===== src/rtl/piece_step_controller.sv =====
// Active-piece sequencer: spawn check, key/gravity arbitration onto one collision port, lock, game over.
// Grant-to-chk_req 1 cycle; position updates on the chk_ack edge; chk_req/lock_req hold until their ack.
module piece_step_controller #(
  parameter int GRAVITY_TICKS = 25000000,
  parameter int SPAWN_X       = 15,
  parameter int SPAWN_Y       = 0,
  parameter int NUM_PIECES    = 5
) (
  input  logic       clock,
  input  logic       reset,
  input  logic       ps2_key_pressed,
  input  logic [7:0] ps2_out,
  output logic       chk_req,
  output logic [7:0] chk_x,
  output logic [7:0] chk_y,
  output logic [2:0] chk_sel,
  input  logic       chk_ack,
  input  logic       chk_blocked,
  output logic       lock_req,
  input  logic       lock_done,
  output logic [7:0] x,
  output logic [7:0] y,
  output logic [2:0] sel,
  output logic       game_over
);

  typedef enum logic [2:0] {SPAWN_CHK, PLAY, CHECK, LOCK, OVER} state_t;

  localparam logic [7:0]  KEY_LEFT  = 8'h1C;
  localparam logic [7:0]  KEY_RIGHT = 8'h23;
  localparam logic [7:0]  KEY_DROP  = 8'h1B;
  localparam logic [7:0]  SX        = 8'(SPAWN_X);
  localparam logic [7:0]  SY        = 8'(SPAWN_Y);
  localparam logic [31:0] GRAV_LAST = 32'(GRAVITY_TICKS - 1);
  localparam logic [2:0]  SEL_LAST  = 3'(NUM_PIECES - 1);

  state_t      state, state_nxt;
  logic [31:0] grav_cnt, grav_cnt_nxt;
  logic        grav_pend, grav_pend_nxt;
  logic        key_vld, key_vld_nxt;
  logic        key_right, key_right_nxt;
  logic        chk_grav, chk_grav_nxt;
  logic        chk_req_nxt;
  logic [7:0]  chk_x_nxt, chk_y_nxt;
  logic [7:0]  x_nxt, y_nxt;
  logic [2:0]  sel_nxt;

  logic capture, key_lr, key_drop, grav_wrap;

  assign capture   = (state == PLAY) || (state == CHECK);
  assign key_lr    = ps2_key_pressed && ((ps2_out == KEY_LEFT) || (ps2_out == KEY_RIGHT));
  assign key_drop  = ps2_key_pressed && (ps2_out == KEY_DROP);
  assign grav_wrap = capture && (grav_cnt == GRAV_LAST);

  assign chk_sel   = sel;
  assign lock_req  = (state == LOCK);
  assign game_over = (state == OVER);

  always_comb begin
    state_nxt     = state;
    grav_cnt_nxt  = grav_cnt;
    grav_pend_nxt = grav_pend;
    key_vld_nxt   = key_vld;
    key_right_nxt = key_right;
    chk_grav_nxt  = chk_grav;
    chk_req_nxt   = chk_req;
    chk_x_nxt     = chk_x;
    chk_y_nxt     = chk_y;
    x_nxt         = x;
    y_nxt         = y;
    sel_nxt       = sel;

    if (capture) begin
      grav_cnt_nxt = grav_wrap ? '0 : grav_cnt + 32'd1;
      if (key_lr) begin
        key_vld_nxt   = 1'b1;
        key_right_nxt = (ps2_out == KEY_RIGHT);
      end
      if (grav_wrap || key_drop) grav_pend_nxt = 1'b1;
    end

    case (state)
      SPAWN_CHK: begin
        if (!chk_req) begin
          chk_req_nxt = 1'b1;
        end else if (chk_ack) begin
          chk_req_nxt = 1'b0;
          state_nxt   = chk_blocked ? OVER : PLAY;
        end
      end
      PLAY: begin
        // A strobe landing on the grant cycle survives the clear and waits for the next grant.
        if (key_vld) begin
          key_vld_nxt  = key_lr;
          chk_x_nxt    = key_right ? x + 8'd1 : x - 8'd1;
          chk_y_nxt    = y;
          chk_grav_nxt = 1'b0;
          chk_req_nxt  = 1'b1;
          state_nxt    = CHECK;
        end else if (grav_pend) begin
          grav_pend_nxt = grav_wrap || key_drop;
          chk_x_nxt     = x;
          chk_y_nxt     = y + 8'd1;
          chk_grav_nxt  = 1'b1;
          chk_req_nxt   = 1'b1;
          state_nxt     = CHECK;
        end
      end
      CHECK: begin
        if (chk_ack) begin
          chk_req_nxt = 1'b0;
          if (!chk_blocked) begin
            x_nxt     = chk_x;
            y_nxt     = chk_y;
            state_nxt = PLAY;
          end else begin
            state_nxt = chk_grav ? LOCK : PLAY;
          end
        end
      end
      LOCK: begin
        if (lock_done) begin
          sel_nxt       = (sel == SEL_LAST) ? 3'd0 : sel + 3'd1;
          x_nxt         = SX;
          y_nxt         = SY;
          chk_x_nxt     = SX;
          chk_y_nxt     = SY;
          grav_cnt_nxt  = '0;
          key_vld_nxt   = 1'b0;
          grav_pend_nxt = 1'b0;
          state_nxt     = SPAWN_CHK;
        end
      end
      OVER: begin
      end
      default: state_nxt = SPAWN_CHK;
    endcase
  end

  always_ff @(posedge clock) begin
    if (reset) begin
      state     <= SPAWN_CHK;
      grav_cnt  <= '0;
      grav_pend <= 1'b0;
      key_vld   <= 1'b0;
      key_right <= 1'b0;
      chk_grav  <= 1'b0;
      chk_req   <= 1'b0;
      chk_x     <= SX;
      chk_y     <= SY;
      x         <= SX;
      y         <= SY;
      sel       <= 3'd0;
    end else begin
      state     <= state_nxt;
      grav_cnt  <= grav_cnt_nxt;
      grav_pend <= grav_pend_nxt;
      key_vld   <= key_vld_nxt;
      key_right <= key_right_nxt;
      chk_grav  <= chk_grav_nxt;
      chk_req   <= chk_req_nxt;
      chk_x     <= chk_x_nxt;
      chk_y     <= chk_y_nxt;
      x         <= x_nxt;
      y         <= y_nxt;
      sel       <= sel_nxt;
    end
  end

endmodule


===== config.mk =====
export PLATFORM = sky130hd
export DESIGN_NAME = piece_step_controller
export DESIGN_NICKNAME = d
export VERILOG_FILES = /design/src/rtl/piece_step_controller.sv
export SDC_FILE = /design/constraint.sdc
export NUM_CORES = 1
export LEC_CHECK = 0
export BUFFER_PORTS_ARGS = -buffer_cell sky130_fd_sc_hd__buf_2
export CAP_MARGIN = 20
export CORE_MARGIN = 2
export CORE_UTILIZATION = 54
export CTS_CLUSTER_SIZE = 40
export DETAILED_ROUTE_END_ITERATION = 7
export GPL_TIMING_DRIVEN = 0
export HOLD_SLACK_MARGIN = 0.12
export PLACE_DENSITY = 0.76
export SLEW_MARGIN = 25
export SYNTH_ARGS = -nofsm -noshare
export SYNTH_HDL_FRONTEND = slang
export SYNTH_SLANG_ARGS = --single-unit

===== constraint.sdc =====
create_clock -name clock -period 4.6 [get_ports clock]
set_input_delay 1.15 -clock clock [delete_from_list [all_inputs] [get_ports clock]]
set_output_delay 1.15 -clock clock [all_outputs]
set_load 0.03 [all_outputs]

==> flow_metrics.env, run 1 <==
export IMPL_busiest_layer="met2"
export IMPL_gr_usage_met2=0.460
export IMPL_power_density_nw_per_um2=286
export IMPL_yosys_warnings=0
export IMPL_synth_compound_area_frac=0.133
export IMPL_synthFlopType="dfxtp_1"
export IMPL_pre_cts_slack_ns=1.97
export IMPL_fin_ws_ns=1.77
export IMPL_grt_overflow_total=0
export IMPL_use_met3=0.0462
export IMPL_drive_gt1_frac=0.163
export IMPL_grt_pass1_wl_um=15600
export IMPL_wire_per_inst_um=15.0
export IMPL_fin_cells=635
export IMPL_hold_path_cell_count=2
export IMPL_cts_made_buffers=9
export IMPL_reg2regPathDepth=6
export IMPL_synth_top_family_by_area="simple AND/OR/NAND/NOR gates"
export IMPL_synth_area_um2=3890
export IMPL_slew_violations=0
export IMPL_syn_to_final_growth_pct=15.4
export IMPL_muxShareOfSynthArea=0.00514
export IMPL_cts_tree="done"
export IMPL_period_minus_slack_ns=2.83
export IMPL_synth_cells=470
export IMPL_globalplace_congestion=0.861
export IMPL_htree_levels=3
export IMPL_dieArea_um2=7900
export IMPL_crit_type="register to output port"
export IMPL_detail_route_antenna_nets=0
export IMPL_coreArea_um2=6870
export IMPL_clock_sinks=75
export IMPL_post_route_period_util=0.616
export IMPL_worst_pin_slew_ns=0.888
export IMPL_synth_seq_area_share=0.386
export IMPL_finalClockSkew_ns=0.0115
export IMPL_clockRootBuffer="clkbuf_8"
export IMPL_gr_usage_met1=0.294
export IMPL_dp_cells=619
export IMPL_grt_pass1_vias=3432
export IMPL_drc=0
export IMPL_hold_buffers=0
export IMPL_synth_simple_area_share=0.298
export IMPL_syn_num_nets=495
export IMPL_start_kind="register"
export IMPL_setup_tns_ns=0
export IMPL_setup_viol=0
export IMPL_critical_path_buf_inv_count=3
export IMPL_post_cts_buffers=0
export IMPL_fill_cells=615
export IMPL_multiInputGateArea_um2=2220
export IMPL_die_height_um=88.9
export IMPL_crit_cells=4
export IMPL_outcome="finished, final reports clean"
export IMPL_firstDrtPassIters=5
export IMPL_regArea_um2=1500
export IMPL_synth_edf_count=0
export IMPL_grt_max_degree=14
export IMPL_start_util=0.566
export IMPL_cp_required_ns=3.45
export IMPL_io_buffers=53
export IMPL_totalWireLength_um=9530
export IMPL_cp_cell_sequence="clkbuf_1 > inv_1 > and3_1 > buf_2"
export IMPL_slowest_stage="dfxtp_1"
export IMPL_ioPinCount=55
export IMPL_cts_repair_resized=0
export IMPL_ys_ff_latch=75
export IMPL_insertion_delay_ns=0.35
export IMPL_path_clk_slew_ns=0.07
export IMPL_track_usage=0.252
export IMPL_antenna_found_initial=0
export IMPL_viasPerCell=5.73
export IMPL_leakagePower_nw=1.71
export IMPL_max_cap_viol_count=0
export IMPL_vias=3637
export IMPL_fp_dieW_um=88.9
export IMPL_synth_xor_area_share=0.0965
export IMPL_grt_setup_unrepaired="false"
export IMPL_r2r_setup_slack_ns=2.45
export IMPL_synth_area_per_cell_um2=8.28
export IMPL_antennaDiodeCount=0
export IMPL_synthArstFlopShare=0
export IMPL_max_freq_ghz=0.353
export IMPL_crit_fanout=10
export IMPL_endpoint_kind="output port"
export IMPL_ys_types=58
export IMPL_cp_slowest_stage_delay_ns=0.43
export IMPL_num_rows=30
export IMPL_critPathTopFamily="buffers and inverters"
export IMPL_arrival_ns=1.68
export IMPL_hold_path_class="register to register"
export IMPL_dp_hpwl_um=7060
export IMPL_synthAdderAreaFrac=0.0373
export IMPL_ir_worst_vdd_mv=0.197
export IMPL_fin_nets=559
export IMPL_cts_buffer_depth=2
export IMPL_power_w=0.00128
export IMPL_final_hold_viol_count=0
export IMPL_drt_iter0_markers=226
export IMPL_max_slew_margin_rel=0.404
state kept, by name, summed over array words and instances (netlist names), 3 cells and up:
signal and flops:
chk_sel 3, chk_x 8, chk_y 8, grav_cnt 32, state 3, x 8, y 8
cells in the mapped netlist (all sizes together) (5+ instances only):
cell type / count / share of area
a31oi: 5 / 0.0080
o21ai: 10 / 0.013
nand3: 26 / 0.033
a21oi: 28 / 0.036
a22oi: 12 / 0.023
inv: 10 / 0.0096
o22ai: 5 / 0.0080
xnor2: 16 / 0.038
xor2: 26 / 0.059
nor4: 5 / 0.012
clkbuf: 13 / 0.013
nor3: 13 / 0.020
nand4: 20 / 0.032
buf: 12 / 0.022
ha: 10 / 0.032
nand2: 40 / 0.039
nor2: 71 / 0.068
nor2b: 5 / 0.0080
dfxtp: 75 / 0.39
a211oi: 5 / 0.0096
nor3b: 6 / 0.013
and3: 10 / 0.016
worst register-to-register path, cell delays in order (launching register included):
cell      delay, ns
dfxtp_1        0.39
nand3_1        0.25
nor4_4         0.61
and4_1         0.38
nand2b_2       0.20
buf_6          0.15
nor2_1         0.06
area by class of cell:
cell class,instances,area share
clock inverters,6,0.0195
inverters,10,0.00836
clock buffers,10,0.0284
well taps,96,0.0267
flip-flops and latches,75,0.334
repair buffers,53,0.0591
multi-input cells,360,0.494
plain buffers,25,0.0301
cell families (layout without fill, tap and decap cells):
logic type / after synthesis / in the layout
muxes: 2 / 2
AOI/OAI and AO/OA: 81 / 81
xor gates and xnor gates: 42 / 42
buffers and inverters: 35 / 104
and+or+nand+nor: 224 / 224
adders and majority gates: 11 / 11
DFF: 75 / 75
worst paths after layout:
path,start,endpoint
worst min-delay path,grav_cnt[1],grav_cnt[1]
worst max register to register,grav_cnt[3],grav_cnt[11]
worst max-delay path,state[0],game_over
worst min register to register,grav_cnt[1],grav_cnt[1]
power breakdown:
| part | switching [W] | total, W | internal [W] |
|---|---|---|---|
| Combinational | 0.0000484 | 0.0000734 | 0.0000250 |
| Clock | 0.000248 | 0.000554 | 0.000307 |
| Sequential | 0.00000387 | 0.000657 | 0.000653 |
stage by stage:
| step | instance area, um^2 | hold WS (ns) | utilization |
|---|---|---|---|
| 2_1_floorplan | 3890 | 0.446 | - |
| 3_3_place_gp | 4280 | 0.463 | 0.623 |
| 3_5_place_dp | 4280 | 0.479 | 0.623 |
| 4_1_cts | 4490 | 0.488 | 0.654 |
| 5_1_grt | 4490 | 0.507 | 0.654 |
| 6_report | 4490 | 0.483 | 0.654 |
layout by cell type (no fill, tap or decap), types with 4 or more instances in the layout:
master / n
a211oi_1: 5
a21oi_1: 28
a22oi_1: 12
a31oi_1: 5
and3_1: 10
buf_2: 56
buf_4: 4
clkbuf_1: 14
clkbuf_8: 9
dfxtp_1: 75
ha_1: 10
inv_1: 10
nand2_1: 40
nand3_1: 26
nand4_1: 20
nor2_1: 71
nor2b_1: 5
nor3_1: 12
nor3b_1: 5
nor4_1: 4
o21ai_0: 10
o22ai_1: 5
xnor2_1: 15
xor2_1: 26
metal layers:
layer	share of wire	up-vias
met5	0	-
met3	0.043	13
li1	-	1795
met4	0.014	0
met2	0.52	107
met1	0.42	1722
No activity file was read; power rests on OpenSTA's default activity.
==> inputs of run 2 (changes only) <==
--- a/config.mk
+++ b/config.mk
@@ -5,15 +5,16 @@
 export SDC_FILE = /design/constraint.sdc
 export NUM_CORES = 1
 export LEC_CHECK = 0
+export ABC_AREA = 1
 export BUFFER_PORTS_ARGS = -buffer_cell sky130_fd_sc_hd__buf_2
 export CAP_MARGIN = 20
 export CORE_MARGIN = 2
-export CORE_UTILIZATION = 54
+export CORE_UTILIZATION = 53
 export CTS_CLUSTER_SIZE = 40
 export DETAILED_ROUTE_END_ITERATION = 7
 export GPL_TIMING_DRIVEN = 0
 export HOLD_SLACK_MARGIN = 0.12
-export PLACE_DENSITY = 0.76
+export PLACE_DENSITY = 0.77
 export SLEW_MARGIN = 25
 export SYNTH_ARGS = -nofsm -noshare
 export SYNTH_HDL_FRONTEND = slang
==> constraint.sdc (replaced) <==
create_clock -name clock -period 2.35 [get_ports clock]
set_input_delay 0.5875 -clock clock [delete_from_list [all_inputs] [get_ports clock]]
set_output_delay 0.5875 -clock clock [all_outputs]
set_load 0.03 [all_outputs]
==> flow_metrics.env, run 2 <==
export IMPL_outcome="finished, final reports clean"
export IMPL_io_buffers=53
export IMPL_synth_largest_area_cell="dfxtp_1"
export IMPL_leakagePower_nw=2.01
export IMPL_synth_area_top_cells="dfxtp_1 33%, nand2_1 15%, nor2_1 9.6%"
export IMPL_synth_area_per_cell_um2=6.48
export IMPL_fill_cells=785
export IMPL_path_clk_slew_ns=0.09
export IMPL_post_cts_buffers=0
export IMPL_synth_top_area_share=0.334
export IMPL_drt_iter0_markers=369
export IMPL_final_common_cell="nand2_1"
export IMPL_crit_end="lock_req"
export IMPL_ys_types=41
export IMPL_dp_cells=852
export IMPL_r2r_setup_slack_ns=0.42
export IMPL_start_util=0.547
export IMPL_synthArstFlopShare=0
export IMPL_synth_cells=694
export IMPL_num_rows=33
export IMPL_r2r_start="key_right"
export IMPL_slew_violations=0
export IMPL_power_switching_w=0.00131
export IMPL_synth_seq_area_share=0.334
export IMPL_internal_power_w=0.00211
export IMPL_dpl_cell_area_um2=4890
export IMPL_fp_dieW_um=96.1
export IMPL_worst_hold_slack_ns=0.484
export IMPL_globalplace_congestion=0.945
export IMPL_cp_required_ns=1.76
export IMPL_cts_buffer_depth=2
export IMPL_finalClockSkew_ns=0.00884
export IMPL_netlist_top_cells_count="177 x nand2_1, 115 x nor2_1, 75 x dfxtp_1, 66 x inv_1, 55 x a21oi_1"
export IMPL_setup_viol=0
export IMPL_track_usage=0.275
export IMPL_clock_sinks=75
export IMPL_synthFlopType="dfxtp_1"
export IMPL_min_from="chk_grav"
export IMPL_start_kind="register"
export IMPL_arrival_ns=1.55
export IMPL_clkPwrFrac=0.281
export IMPL_yosys_warnings=0
export IMPL_cts_tree="done"
export IMPL_grt_overflow_total=0
export IMPL_syn_to_final_growth_pct=12.9
export IMPL_antenna_found_initial=0
export IMPL_fin_nets=783
export IMPL_power_share_switching=0.384
export IMPL_hold_path_cell_count=2
export IMPL_wire_per_inst_um=14.0
export IMPL_largest_register_ffs=32
export IMPL_drc=0
export IMPL_startpoint="state[0]"
export IMPL_max_cap_viol_count=0
export IMPL_synth_area_um2=4500
export IMPL_dieArea_um2=9240
export IMPL_firstDrtPassIters=5
export IMPL_seqPwrFrac=0.462
export IMPL_clockRootBuffer="clkbuf_8"
export IMPL_hold_path_class="register to register"
export IMPL_ir_worst_vdd_mv=0.736
export IMPL_hold_buffers=0
export IMPL_fin_cells=868
export IMPL_worst_pin_slew_ns=0.583
export IMPL_drive_gt1_frac=0.138
export IMPL_reg2regPathDepth=8
export IMPL_antennaDiodeCount=0
export IMPL_p_comb_frac=0.258
export IMPL_power_w=0.00342
export IMPL_viasPerCell=5.47
export IMPL_endpoint_kind="output port"
export IMPL_max_slew_margin_rel=0.611
export IMPL_synth_most_common_cell="nand2_1"
export IMPL_crit_fanout=7
export IMPL_max_freq_ghz=0.468
export IMPL_dp_hpwl_um=9200
export IMPL_final_cell_mix="177 x nand2_1, 115 x nor2_1, 75 x dfxtp_1"
export IMPL_grt_setup_unrepaired="false"
export IMPL_totalWireLength_um=12200
export IMPL_cts_repair_resized=0
export IMPL_insertion_delay_ns=0.35
export IMPL_ioPinCount=55
export IMPL_die_height_um=96.1
export IMPL_htree_levels=3
export IMPL_r2r_end="chk_x[4]"
export IMPL_cts_made_buffers=9
export IMPL_power_density_nw_per_um2=674
export IMPL_grt_pass1_wl_um=19800
export IMPL_period_minus_slack_ns=2.14
export IMPL_finalInstanceArea_um2=5080
export IMPL_grt_pass1_vias=4242
export IMPL_post_route_period_util=0.910
export IMPL_synth_edf_count=0
export IMPL_setup_tns_ns=0
export IMPL_detail_route_antenna_nets=0
export IMPL_coreArea_um2=8220
export IMPL_vias=4747
export IMPL_final_hold_viol_count=0
export IMPL_syn_num_nets=719
export IMPL_crit_type="register to output port"
export IMPL_grt_max_degree=16
export IMPL_ys_ff_latch=75
export IMPL_largest_register="grav_cnt"
-- run 2: per-stage QoR --
step / worst slack [ns] / util
after floorplan: 0.598 / -
after global placement: 0.413 / 0.595
after detailed placement: 0.404 / 0.595
after CTS: 0.207 / 0.618
after global routing: 0.112 / 0.618
final: 0.211 / 0.618
-- run 2: cell families (layout without fill, tap and decap cells) --
logic type      after synthesis  count (layout)  share of synthesized area
xor+xnor                     14              14                     0.0273
simple gates                385             385                      0.378
buf+inv                      91             160                     0.0843
compound gates              118             118                      0.144
fa+ha+maj                    11              11                     0.0323
flops                        75              75                      0.334
-- run 2: power groups by stage --
stage,registers (W),logic [W],clock network (W)
final,0.00158,0.000881,0.000960
after global placement,0.00159,0.000847,0
after detailed placement,0.00160,0.000869,0
after global routing,0.00160,0.00100,0.00104
after floorplan,0.00157,0.000669,0
after CTS,0.00157,0.000875,0.000975
-- run 2: how the worst min path moves through the flow --
stage | endpoint | slack [ns]
final | chk_grav | 0.48
after global placement | grav_cnt[18] | 0.46
after CTS | chk_grav | 0.48
after detailed placement | chk_grav | 0.47
after floorplan | chk_grav | 0.43
after global routing | chk_grav | 0.51
-- run 2: cell type report --
class	count	area, um^2	share of cell area
Buffer	22	120	0.0237
Multi-Input combinational cell	528	2620	0.515
Clock buffer	9	124	0.0244
Clock inverter	7	60.1	0.0118
Sequential cell	75	1500	0.296
Tap cell	105	131	0.0259
Inverter	69	259	0.0510
Timing Repair Buffer	53	265	0.0523
-- run 2: per-layer routing --
layer	share of wire	up-vias	track usage
met4	0.016	0	0.0952
met5	0	-	0
li1	-	2396	-
met3	0.064	17	0.0415
met1	0.46	2150	0.379
met2	0.46	184	0.440
-- run 2: critical path, cell delays in order (launching register included) --
cell	delay, ns
dfxtp_1	0.37
inv_2	0.08
nor2_2	0.13
nand2_2	0.14
inv_1	0.23
buf_2	0.25
==> inputs of run 3 (changes only) <==
--- a/config.mk
+++ b/config.mk
@@ -9,12 +9,11 @@
 export BUFFER_PORTS_ARGS = -buffer_cell sky130_fd_sc_hd__buf_2
 export CAP_MARGIN = 20
 export CORE_MARGIN = 2
-export CORE_UTILIZATION = 53
+export CORE_UTILIZATION = 29
 export CTS_CLUSTER_SIZE = 40
 export DETAILED_ROUTE_END_ITERATION = 7
 export GPL_TIMING_DRIVEN = 0
 export HOLD_SLACK_MARGIN = 0.12
-export PLACE_DENSITY = 0.77
 export SLEW_MARGIN = 25
 export SYNTH_ARGS = -nofsm -noshare
 export SYNTH_HDL_FRONTEND = slang
==> constraint.sdc (replaced) <==
create_clock -name clock -period 2.1 [get_ports clock]
set_input_delay 0.525 -clock clock [delete_from_list [all_inputs] [get_ports clock]]
set_output_delay 0.525 -clock clock [all_outputs]
set_load 0.03 [all_outputs]
==> flow_metrics.env, run 3 (synthesis results as in run 2) <==
export IMPL_coreArea_um2=15200
export IMPL_worst_pin_slew_ns=0.641
export IMPL_drt_iter0_markers=386
export IMPL_io_buffers=53
export IMPL_dp_hpwl_um=9500
export IMPL_pre_cts_slack_ns=0.121
export IMPL_post_cts_buffers=0
export IMPL_wire_per_inst_um=13.3
export IMPL_max_slew_margin_rel=0.573
export IMPL_firstDrtPassIters=5
export IMPL_start_util=0.296
export IMPL_r2r_start="grav_cnt[0]"
export IMPL_largest_register_ffs=32
export IMPL_insertion_delay_ns=0.34
export IMPL_finalInstanceArea_um2=5290
export IMPL_clockRootBuffer="clkbuf_16"
export IMPL_globalplace_congestion=0.877
export IMPL_cts_buffer_depth=2
export IMPL_antennaDiodeCount=0
export IMPL_critPathTopFamily="buffers and inverters"
export IMPL_crit_fanout=7
export IMPL_fin_cells=949
export IMPL_regArea_um2=1500
export IMPL_largest_register="grav_cnt"
export IMPL_htree_levels=3
export IMPL_final_cell_mix="177 x nand2_1, 115 x nor2_1, 75 x dfxtp_1"
export IMPL_grt_max_degree=13
export IMPL_grt_pass1_wl_um=20600
export IMPL_crit_end="lock_req"
export IMPL_drc=0
export IMPL_r2r_end="grav_cnt[20]"
export IMPL_endpoint_kind="output port"
export IMPL_drive_gt1_frac=0.137
export IMPL_r2r_setup_slack_ns=0.24
export IMPL_finalClockSkew_ns=0.00839
export IMPL_num_rows=45
export IMPL_fin_nets=783
export IMPL_post_route_period_util=0.957
export IMPL_vias=4561
export IMPL_max_freq_ghz=0.498
export IMPL_critical_path_buf_inv_count=3
export IMPL_grt_setup_unrepaired="false"
export IMPL_cts_made_buffers=9
export IMPL_outcome="finished, final reports clean"
export IMPL_start_kind="register"
export IMPL_setup_tns_ns=0
export IMPL_final_hold_viol_count=0
export IMPL_grt_overflow_total=0
export IMPL_period_minus_slack_ns=2.01
export IMPL_startpoint="state[0]"
export IMPL_fp_dieW_um=129
export IMPL_final_common_cell="nand2_1"
export IMPL_ioPinCount=55
export IMPL_leakagePower_nw=2.07
export IMPL_path_clk_slew_ns=0.06
export IMPL_dieArea_um2=16500
export IMPL_antenna_found_initial=0
export IMPL_cp_cell_sequence="inv_2 > nor2_2 > nand2_2 > inv_1 > buf_2"
export IMPL_syn_to_final_growth_pct=17.6
export IMPL_hold_path_cell_count=2
export IMPL_totalWireLength_um=12600
export IMPL_cts_tree="done"
export IMPL_clock_sinks=75
export IMPL_power_density_nw_per_um2=814
export IMPL_max_cap_viol_count=0
export IMPL_cp_slowest_stage_delay_ns=0.34
export IMPL_crit_cells=5
export IMPL_slowest_stage="dfxtp_1"
export IMPL_viasPerCell=4.81
export IMPL_dpl_cell_area_um2=5000
export IMPL_track_usage=0.155
export IMPL_die_height_um=129
export IMPL_hold_path_class="register to register"
export IMPL_fill_cells=1671
export IMPL_crit_type="register to output port"
export IMPL_slew_violations=0
export IMPL_setup_viol=0
export IMPL_cp_required_ns=1.57
export IMPL_detail_route_antenna_nets=0
export IMPL_reg2regPathDepth=8
export IMPL_ir_worst_vdd_mv=0.403
export IMPL_fin_ws_ns=0.0900
export IMPL_arrival_ns=1.48
export IMPL_dp_cells=935
export IMPL_multiInputGateArea_um2=2620
export IMPL_grt_pass1_vias=4095
run 3: area by class of cell:
class,count,area share
flip-flops and latches,75,0.284
clock inverters,4,0.00970
multi-input cells,528,0.495
plain buffers,22,0.0227
inverters,69,0.0490
well taps,188,0.0445
clock buffers,10,0.0452
repair buffers,53,0.0502
run 3: power by group:
group,total [W],internal [W],switching [W]
Sequential,0.00177,0.00157,0.000198
Combinational,0.000981,0.000342,0.000640
Clock,0.00155,0.000941,0.000612
run 3: per-stage QoR:
stage | total power [W] | hold WS (ns) | utilization
after floorplan | 0.00250 | 0.435 | -
after global placement | 0.00277 | 0.459 | 0.329
after detailed placement | 0.00277 | 0.460 | 0.329
after CTS | 0.00433 | 0.468 | 0.348
after global routing | 0.00456 | 0.486 | 0.348
final | 0.00430 | 0.467 | 0.348
run 3: repair_timing:
item / 4_1_cts / 5_1_grt
gates resized for setup: 0 / 1
endpoints found under the setup margin: 0 / 1
hold buffers: 0 / 0
run 3: worst min path at each step:
| stage | startpoint | to |
|---|---|---|
| after floorplan | chk_grav | chk_grav |
| after global placement | grav_cnt[18] | grav_cnt[18] |
| after detailed placement | grav_cnt[18] | grav_cnt[18] |
| after CTS | grav_cnt[18] | grav_cnt[18] |
| after global routing | chk_blocked | state[2] |
| final | grav_cnt[18] | grav_cnt[18] |
run 3: worst min-delay path, delay by kind of cell (launching register included):
kind | cells | cell delay [ns]
buffers and inverters | 1 | 0.05
flip-flops | 1 | 0.32
AO/OA/AOI/OAI | 1 | 0.05
run 3: routing by layer:
layer | wire [um] | global-route usage | up-vias | share of wire
met5 | 0 | 0 | - | 0
li1 | - | - | 2395 | -
met3 | 686 | 0.0254 | 13 | 0.055
met4 | 129 | 0.0428 | 0 | 0.010
met2 | 5520 | 0.235 | 106 | 0.44
met1 | 6250 | 0.227 | 2047 | 0.50
